**config.mk**
```make
export PLATFORM = sky130hd
export DESIGN_NAME = mult_shift_add_32bit
export DESIGN_NICKNAME = d
export VERILOG_FILES = /design/src/rtl/mult_shift_add_32bit_pkg.sv /design/src/rtl/adder_32bit.sv /design/src/rtl/mult_shift_add_32bit.sv
export SDC_FILE = /design/constraint.sdc
export NUM_CORES = 1
export LEC_CHECK = 0
export CORE_MARGIN = 3
export CORE_UTILIZATION = 50
export CTS_BUF_LIST = sky130_fd_sc_hd__clkbuf_8 sky130_fd_sc_hd__clkbuf_16
export DETAILED_ROUTE_END_ITERATION = 7
export PLACE_DENSITY_LB_ADDON = 0.3
export REMOVE_ABC_BUFFERS = 1
export SLEW_MARGIN = 25
export SYNTH_ARGS = -nofsm -noshare
export SYNTH_HDL_FRONTEND = slang
export SYNTH_SLANG_ARGS = --single-unit
```
**constraint.sdc**
```tcl
create_clock -name clk -period 3.85 [get_ports clk]
set_input_delay 0.77 -clock clk [delete_from_list [all_inputs] [get_ports clk]]
set_output_delay 0.77 -clock clk [all_outputs]
set_load 0.02 [all_outputs]
```
**src/rtl/mult_shift_add_32bit_pkg.sv**
```systemverilog
// -----------------------------------------------------------------------------
// mult_shift_add_32bit_pkg
// Shared constants and types for the sequential shift/add multiplier.
//   WIDTH     : operand width (fixed by the 32-bit adder datapath)
//   state_t   : FSM state encoding (IDLE / RUN / DONE)
//   ITER_LAST : count value of the final RUN iteration
// -----------------------------------------------------------------------------
package mult_shift_add_32bit_pkg;

  localparam int WIDTH = 32;

  typedef enum logic [1:0] {
    IDLE = 2'd0,
    RUN  = 2'd1,
    DONE = 2'd2
  } state_t;

  localparam logic [4:0] ITER_LAST = 5'd31;

endpackage : mult_shift_add_32bit_pkg

```
**src/rtl/adder_32bit.sv**
```systemverilog
// -----------------------------------------------------------------------------
// adder_32bit
// Existing combinational 32-bit adder; used as the accumulate datapath of the
// MUL unit. Carry-out is not exported.
//   a, b : addends (32 bit)
//   y    : sum modulo 2^32
// -----------------------------------------------------------------------------
module adder_32bit
  import mult_shift_add_32bit_pkg::*;
(
  input  logic [WIDTH-1:0] a,
  input  logic [WIDTH-1:0] b,
  output logic [WIDTH-1:0] y
);

  assign y = a + b;

endmodule : adder_32bit

```
**src/rtl/mult_shift_add_32bit.sv**
```systemverilog
// -----------------------------------------------------------------------------
// mult_shift_add_32bit
// Sequential unsigned 32x32 -> 64 multiplier. One shift/add step per cycle for
// a fixed 32 RUN cycles, using a single adder_32bit for hi + mcand.
//   clk     : clock, rising edge
//   rst_n   : asynchronous active-low reset
//   start   : request a multiply (only honoured when not busy)
//   a, b    : multiplicand / multiplier, captured on an accepted start
//   busy    : high while iterating
//   done    : one-cycle pulse when product is valid
//   product : 64-bit result, held until the next result lands
// -----------------------------------------------------------------------------
module mult_shift_add_32bit #(
  parameter int WIDTH = 32  // only 32 is legal: the adder is fixed width
) (
  input  logic               clk,
  input  logic               rst_n,
  input  logic               start,
  input  logic [WIDTH-1:0]   a,
  input  logic [WIDTH-1:0]   b,
  output logic               busy,
  output logic               done,
  output logic [2*WIDTH-1:0] product
);

  import mult_shift_add_32bit_pkg::state_t;
  import mult_shift_add_32bit_pkg::IDLE;
  import mult_shift_add_32bit_pkg::RUN;
  import mult_shift_add_32bit_pkg::DONE;
  import mult_shift_add_32bit_pkg::ITER_LAST;

  state_t               state_q, state_d;
  logic [WIDTH-1:0]     hi_q, hi_d;
  logic [WIDTH-1:0]     lo_q, lo_d;
  logic [WIDTH-1:0]     mcand_q, mcand_d;
  logic [4:0]           count_q, count_d;
  logic [2*WIDTH-1:0]   product_q, product_d;

  logic [WIDTH-1:0]     sum_y;
  logic                 sum_c;

  adder_32bit u_adder (
    .a (hi_q),
    .b (mcand_q),
    .y (sum_y)
  );

  // Adder has no carry port: recover carry-out from the operand and sum MSBs.
  // With equal MSBs the carry is their value; with differing MSBs a carry
  // into bit 31 occurred exactly when the sum MSB came out 0.
  assign sum_c = (hi_q[WIDTH-1] & mcand_q[WIDTH-1]) |
                 ((hi_q[WIDTH-1] ^ mcand_q[WIDTH-1]) & ~sum_y[WIDTH-1]);

  always_ff @(posedge clk or negedge rst_n) begin
    if (!rst_n) begin
      state_q   <= IDLE;
      hi_q      <= '0;
      lo_q      <= '0;
      mcand_q   <= '0;
      count_q   <= '0;
      product_q <= '0;
    end else begin
      state_q   <= state_d;
      hi_q      <= hi_d;
      lo_q      <= lo_d;
      mcand_q   <= mcand_d;
      count_q   <= count_d;
      product_q <= product_d;
    end
  end

  always_comb begin
    state_d   = state_q;
    hi_d      = hi_q;
    lo_d      = lo_q;
    mcand_d   = mcand_q;
    count_d   = count_q;
    product_d = product_q;

    case (state_q)
      IDLE, DONE: begin
        if (start) begin
          mcand_d = a;
          lo_d    = b;
          hi_d    = '0;
          count_d = '0;
          state_d = RUN;
        end else if (state_q == DONE) begin
          state_d = IDLE;
        end
      end

      RUN: begin
        // {hi,lo} shifts right by one; when the multiplier bit is set the
        // upper half is replaced by the 33-bit sum first.
        if (lo_q[0]) begin
          {hi_d, lo_d} = {sum_c, sum_y, lo_q[WIDTH-1:1]};
        end else begin
          {hi_d, lo_d} = {1'b0, hi_q, lo_q[WIDTH-1:1]};
        end
        count_d = count_q + 5'd1;
        if (count_q == ITER_LAST) begin
          state_d   = DONE;
          product_d = {hi_d, lo_d};
        end
      end

      default: begin
        state_d = IDLE;
      end
    endcase
  end

  assign busy    = (state_q == RUN);
  assign done    = (state_q == DONE);
  assign product = product_q;

endmodule : mult_shift_add_32bit

```
==> flow_results.xml, run 1 <==
<?xml version="1.0" encoding="UTF-8"?>
<metrics>
  <group name="run_status">
    <metric name="status" unit="">finished, final reports clean</metric>
  </group>
  <group name="floorplan">
    <metric name="die_height" unit="um">138</metric>
    <metric name="rows" unit="">47</metric>
    <metric name="die_span_in_x" unit="um">138</metric>
    <metric name="pin_count" unit="">133</metric>
    <metric name="initial_utilization" unit="%">51.7</metric>
    <metric name="core_area" unit="sq um">16800</metric>
    <metric name="die_area" unit="sq um">19000</metric>
  </group>
  <group name="global_routing">
    <metric name="first_global_vias" unit="">7330</metric>
    <metric name="grt_start_max_net_pins" unit="">66</metric>
    <metric name="grt_remaining_overflow" unit="">0</metric>
    <metric name="grt_pass1_wl" unit="mm">36.8</metric>
    <metric name="globalRouteTotalUtil" unit="%">24.6</metric>
    <metric name="grt_antenna_before_repair" unit="">1</metric>
  </group>
  <group name="synthesis">
    <metric name="yosys.cell_count.top_type" unit="">nand2_1</metric>
    <metric name="synthTopCellsByArea" unit="">dfrtp_1, nand2_1, ha_1</metric>
    <metric name="share_of_the_synthesized_area_in_the_top_cell_type" unit="%">48.2</metric>
    <metric name="syn_area_per_cell" unit="sq um">8.89</metric>
    <metric name="synth-edff-count" unit="">0</metric>
    <metric name="synth-xor-area-share" unit="%">2.12</metric>
    <metric name="synthFlopType" unit="">dfrtp_1</metric>
    <metric name="multiplexer_share_of_the_synthesized_area" unit="%">2.15</metric>
    <metric name="synth_sequential_area_ratio" unit="%">48.2</metric>
    <metric name="yosys_register_bits" unit="">167</metric>
    <metric name="async_reset_ff_share" unit="%">100</metric>
    <metric name="synth_top_family_by_area" unit="">simple AND/OR/NAND/NOR gates</metric>
    <metric name="syn-cell-area" unit="sq um">8670</metric>
    <metric name="yosys_warnings" unit="">0</metric>
    <metric name="postSynthCellCount" unit="">975</metric>
    <metric name="synth.cells.most_frequent" unit="">nand2_1, dfrtp_1, o21ai_0</metric>
    <metric name="synth_fa_ha_area_share" unit="%">5.23</metric>
    <metric name="synth_compound_gate_area_share" unit="%">17.5</metric>
    <metric name="post-synth-top-area-cell" unit="">dfrtp_1</metric>
    <metric name="ys_types" unit="">69</metric>
    <metric name="post_synth_and_or_nand_nor_area_fraction" unit="%">21.5</metric>
  </group>
  <group name="detailed_routing">
    <metric name="detail_route.wl_per_cell" unit="um">17.0</metric>
    <metric name="firstDrtPassIters" unit="">5</metric>
    <metric name="vias_per_cell" unit="">5.65</metric>
    <metric name="drt_iter0_markers" unit="">747</metric>
    <metric name="routed_wirelength" unit="mm">22.2</metric>
    <metric name="drc" unit="">0</metric>
    <metric name="drt.antenna.violating_nets" unit="">0</metric>
    <metric name="via_count" unit="">7400</metric>
  </group>
  <group name="critical_path">
    <metric name="rr_worst_depth" unit="">11</metric>
    <metric name="worst-path-max-fanout" unit="">9</metric>
    <metric name="cp_data_required_time" unit="ns">4.15</metric>
    <metric name="regToRegStartpoint" unit="">hi_q[7]</metric>
    <metric name="cp-end-kind" unit="">register</metric>
    <metric name="cp_data_arrival_time" unit="ns">3.73</metric>
    <metric name="setup.reg_to_reg.worst_slack" unit="ns">0.42</metric>
    <metric name="worstSetupStartpointType" unit="">register</metric>
    <metric name="crit_type" unit="">reg -&gt; reg</metric>
    <metric name="worst_r2r_endpoint" unit="">product[62]</metric>
  </group>
  <group name="sta">
    <metric name="timing_worst_slew_pin_value" unit="ns">0.971</metric>
    <metric name="timing.final.crit_share" unit="%">89.2</metric>
    <metric name="layout_min_cycle_time" unit="ns">3.43</metric>
    <metric name="timing.final.hold_violations" unit="">0</metric>
    <metric name="fin_tns_setup" unit="ns">0</metric>
    <metric name="fin_skew" unit="ns">0.00912</metric>
    <metric name="maxClockFrequency" unit="MHz">291</metric>
    <metric name="grt_setup_unrepaired" unit="">false</metric>
    <metric name="timing.final.ws_setup" unit="ns">0.416</metric>
    <metric name="report.final.setup_viol" unit="">0</metric>
    <metric name="normalized_max_slew_margin" unit="%">33.6</metric>
    <metric name="slew_viols_final" unit="">0</metric>
  </group>
  <group name="pwr">
    <metric name="power.density_cell_area" unit="nW/um^2">970</metric>
    <metric name="worst_case_vdd_ir_drop" unit="V">0.000411</metric>
    <metric name="power.leakage" unit="uW">0.00501</metric>
  </group>
  <group name="cts">
    <metric name="cts-root-buf" unit="">clkbuf_16</metric>
    <metric name="clk_path_buf_depth" unit="">2</metric>
    <metric name="worstSkewPairLatency" unit="ns">0.43</metric>
    <metric name="clock-sinks" unit="">167</metric>
    <metric name="numCtsBuffers" unit="">17</metric>
    <metric name="clock_tree.htree_level_count" unit="">4</metric>
    <metric name="cts_tree" unit="">yes</metric>
    <metric name="post-cts-setup-buffer-count" unit="">0</metric>
    <metric name="cts.repair.resized" unit="">0</metric>
    <metric name="hold_buffers" unit="">0</metric>
    <metric name="clkSlewWorstSetupHoldPaths" unit="ns">0.07</metric>
  </group>
  <group name="finish">
    <metric name="num_antenna_cells" unit="">0</metric>
    <metric name="num-nets-final" unit="">1179</metric>
    <metric name="syn2layout_area_growth" unit="%">23.8</metric>
    <metric name="drive_above_1_share" unit="%">6.06</metric>
    <metric name="postLayoutCoreUtil" unit="%">64.0</metric>
    <metric name="final.fill_count" unit="">1363</metric>
  </group>
  <group name="placed_design">
    <metric name="gp_congestion" unit="">0.925</metric>
    <metric name="pre_cts_ws" unit="ns">0.430</metric>
    <metric name="hpwl_detailed" unit="mm">14.7</metric>
    <metric name="placement.io_buffers" unit="">132</metric>
  </group>
  <group name="flow_run">
    <metric name="drv_cap" unit="">0</metric>
  </group>
  <group name="worst_hold_path">
    <metric name="hp-class" unit="">in -&gt; async</metric>
  </group>
</metrics>
==> state kept, by name, indices dropped and copies added (netlist names) <==
name / count
count_q: 5
hi_q: 32
lo_q: 32
mcand_q: 32
product: 64
state_q: 2
==> cells in the final DEF (no fill, tap or decap), types with 3 or more instances in the layout <==
cell type,count
nor3b_1,3
nand2b_1,3
inv_1,8
buf_4,11
ha_1,33
clkbuf_16,17
o22ai_1,3
dfrtp_1,167
nor2b_1,5
a21o_1,15
a221o_1,5
a21oi_1,30
mux2i_1,16
a32oi_1,3
and4_1,3
o21a_1,4
a22oi_1,32
clkinvlp_4,3
nand4_1,9
o21bai_1,3
o21ai_0,62
nor3_1,11
a31oi_1,4
and3_1,11
nor2_1,27
xnor2_1,14
a211oi_1,3
nand3_1,20
or3_1,6
nand2_1,339
inv_6,6
o221ai_1,16
xor2_1,7
clkdlybuf4s50_1,131
o211ai_1,4
==> cell type report <==
cell class	instances	area, sq um	area share (%)
multi-input combinational	738	4220	39.4
sequential	167	4180	39.0
timing repair buffer	144	1430	13.3
clock buffer	17	425	3.97
tap	220	275	2.57
clock inverter	15	166	1.55
inverter	9	33.8	0.315
==> worst max-delay path: stages, from the launching register on <==
cell,delay (ns)
dfrtp_1,0.40
ha_1,0.39
and4_1,0.27
a221oi_2,0.31
o21ai_0,0.11
o21ba_2,0.36
a31oi_1,0.17
a221o_1,0.38
a21o_1,0.20
fa_1,0.42
mux2i_1,0.17
o21ai_0,0.10
==> metrics by stage <==
step	cells	area, sq um	hold WS [ns]	power, uW
3_5_place_dp	1278	10100	0.461	8610
5_1_grt	1310	10700	0.348	11200
4_1_cts	1310	10700	0.333	10400
6_report	1310	10700	0.310	10400
3_3_place_gp	1278	10100	0.459	8480
2_1_floorplan	914	8410	0.449	6830
==> logic make-up after synthesis <==
| kind of cell | count (synthesis) |
|---|---|
| AO/OA/AOI/OAI | 216 |
| flip-flops | 167 |
| AND/OR/NAND/NOR | 448 |
| buffers and inverters | 70 |
| adder cells (fa/ha/maj) | 35 |
| multiplexers | 18 |
| XOR/XNOR | 21 |
==> per-layer routing <==
layer	track usage, %	vias up	wire [um]
li1	-	3591	-
met1	34.1	3550	10100
met2	37.5	230	10100
met3	7.12	27	1760
met4	7.65	2	308
met5	0	-	13
==> how the worst max path moves through the flow <==
stage / startpoint / endpoint
final: hi_q[7] / product[62]
after global routing: hi_q[7] / product[62]
after CTS: hi_q[7] / product[62]
after detailed placement: hi_q[7] / product[62]
after global placement: hi_q[7] / product[62]
after floorplan: start / hi_q[24]
==> report_power, final <==
| group | total, uW | internal (uW) | switching, uW |
|---|---|---|---|
| registers | 3140 | 2580 | 561 |
| logic | 5520 | 2300 | 3230 |
| clock network | 1740 | 973 | 768 |
Power figures use the tool's default switching activity.
==> run 2, diff against run 1 <==
--- a/config.mk
+++ b/config.mk
@@ -11,6 +11,7 @@
 export DETAILED_ROUTE_END_ITERATION = 7
 export PLACE_DENSITY_LB_ADDON = 0.3
 export REMOVE_ABC_BUFFERS = 1
+export SETUP_SLACK_MARGIN = 0.2
 export SLEW_MARGIN = 25
 export SYNTH_ARGS = -nofsm -noshare
 export SYNTH_HDL_FRONTEND = slang
==> results of run 2 <==
Final layout, timing and power as in run 1 (identical DEF).
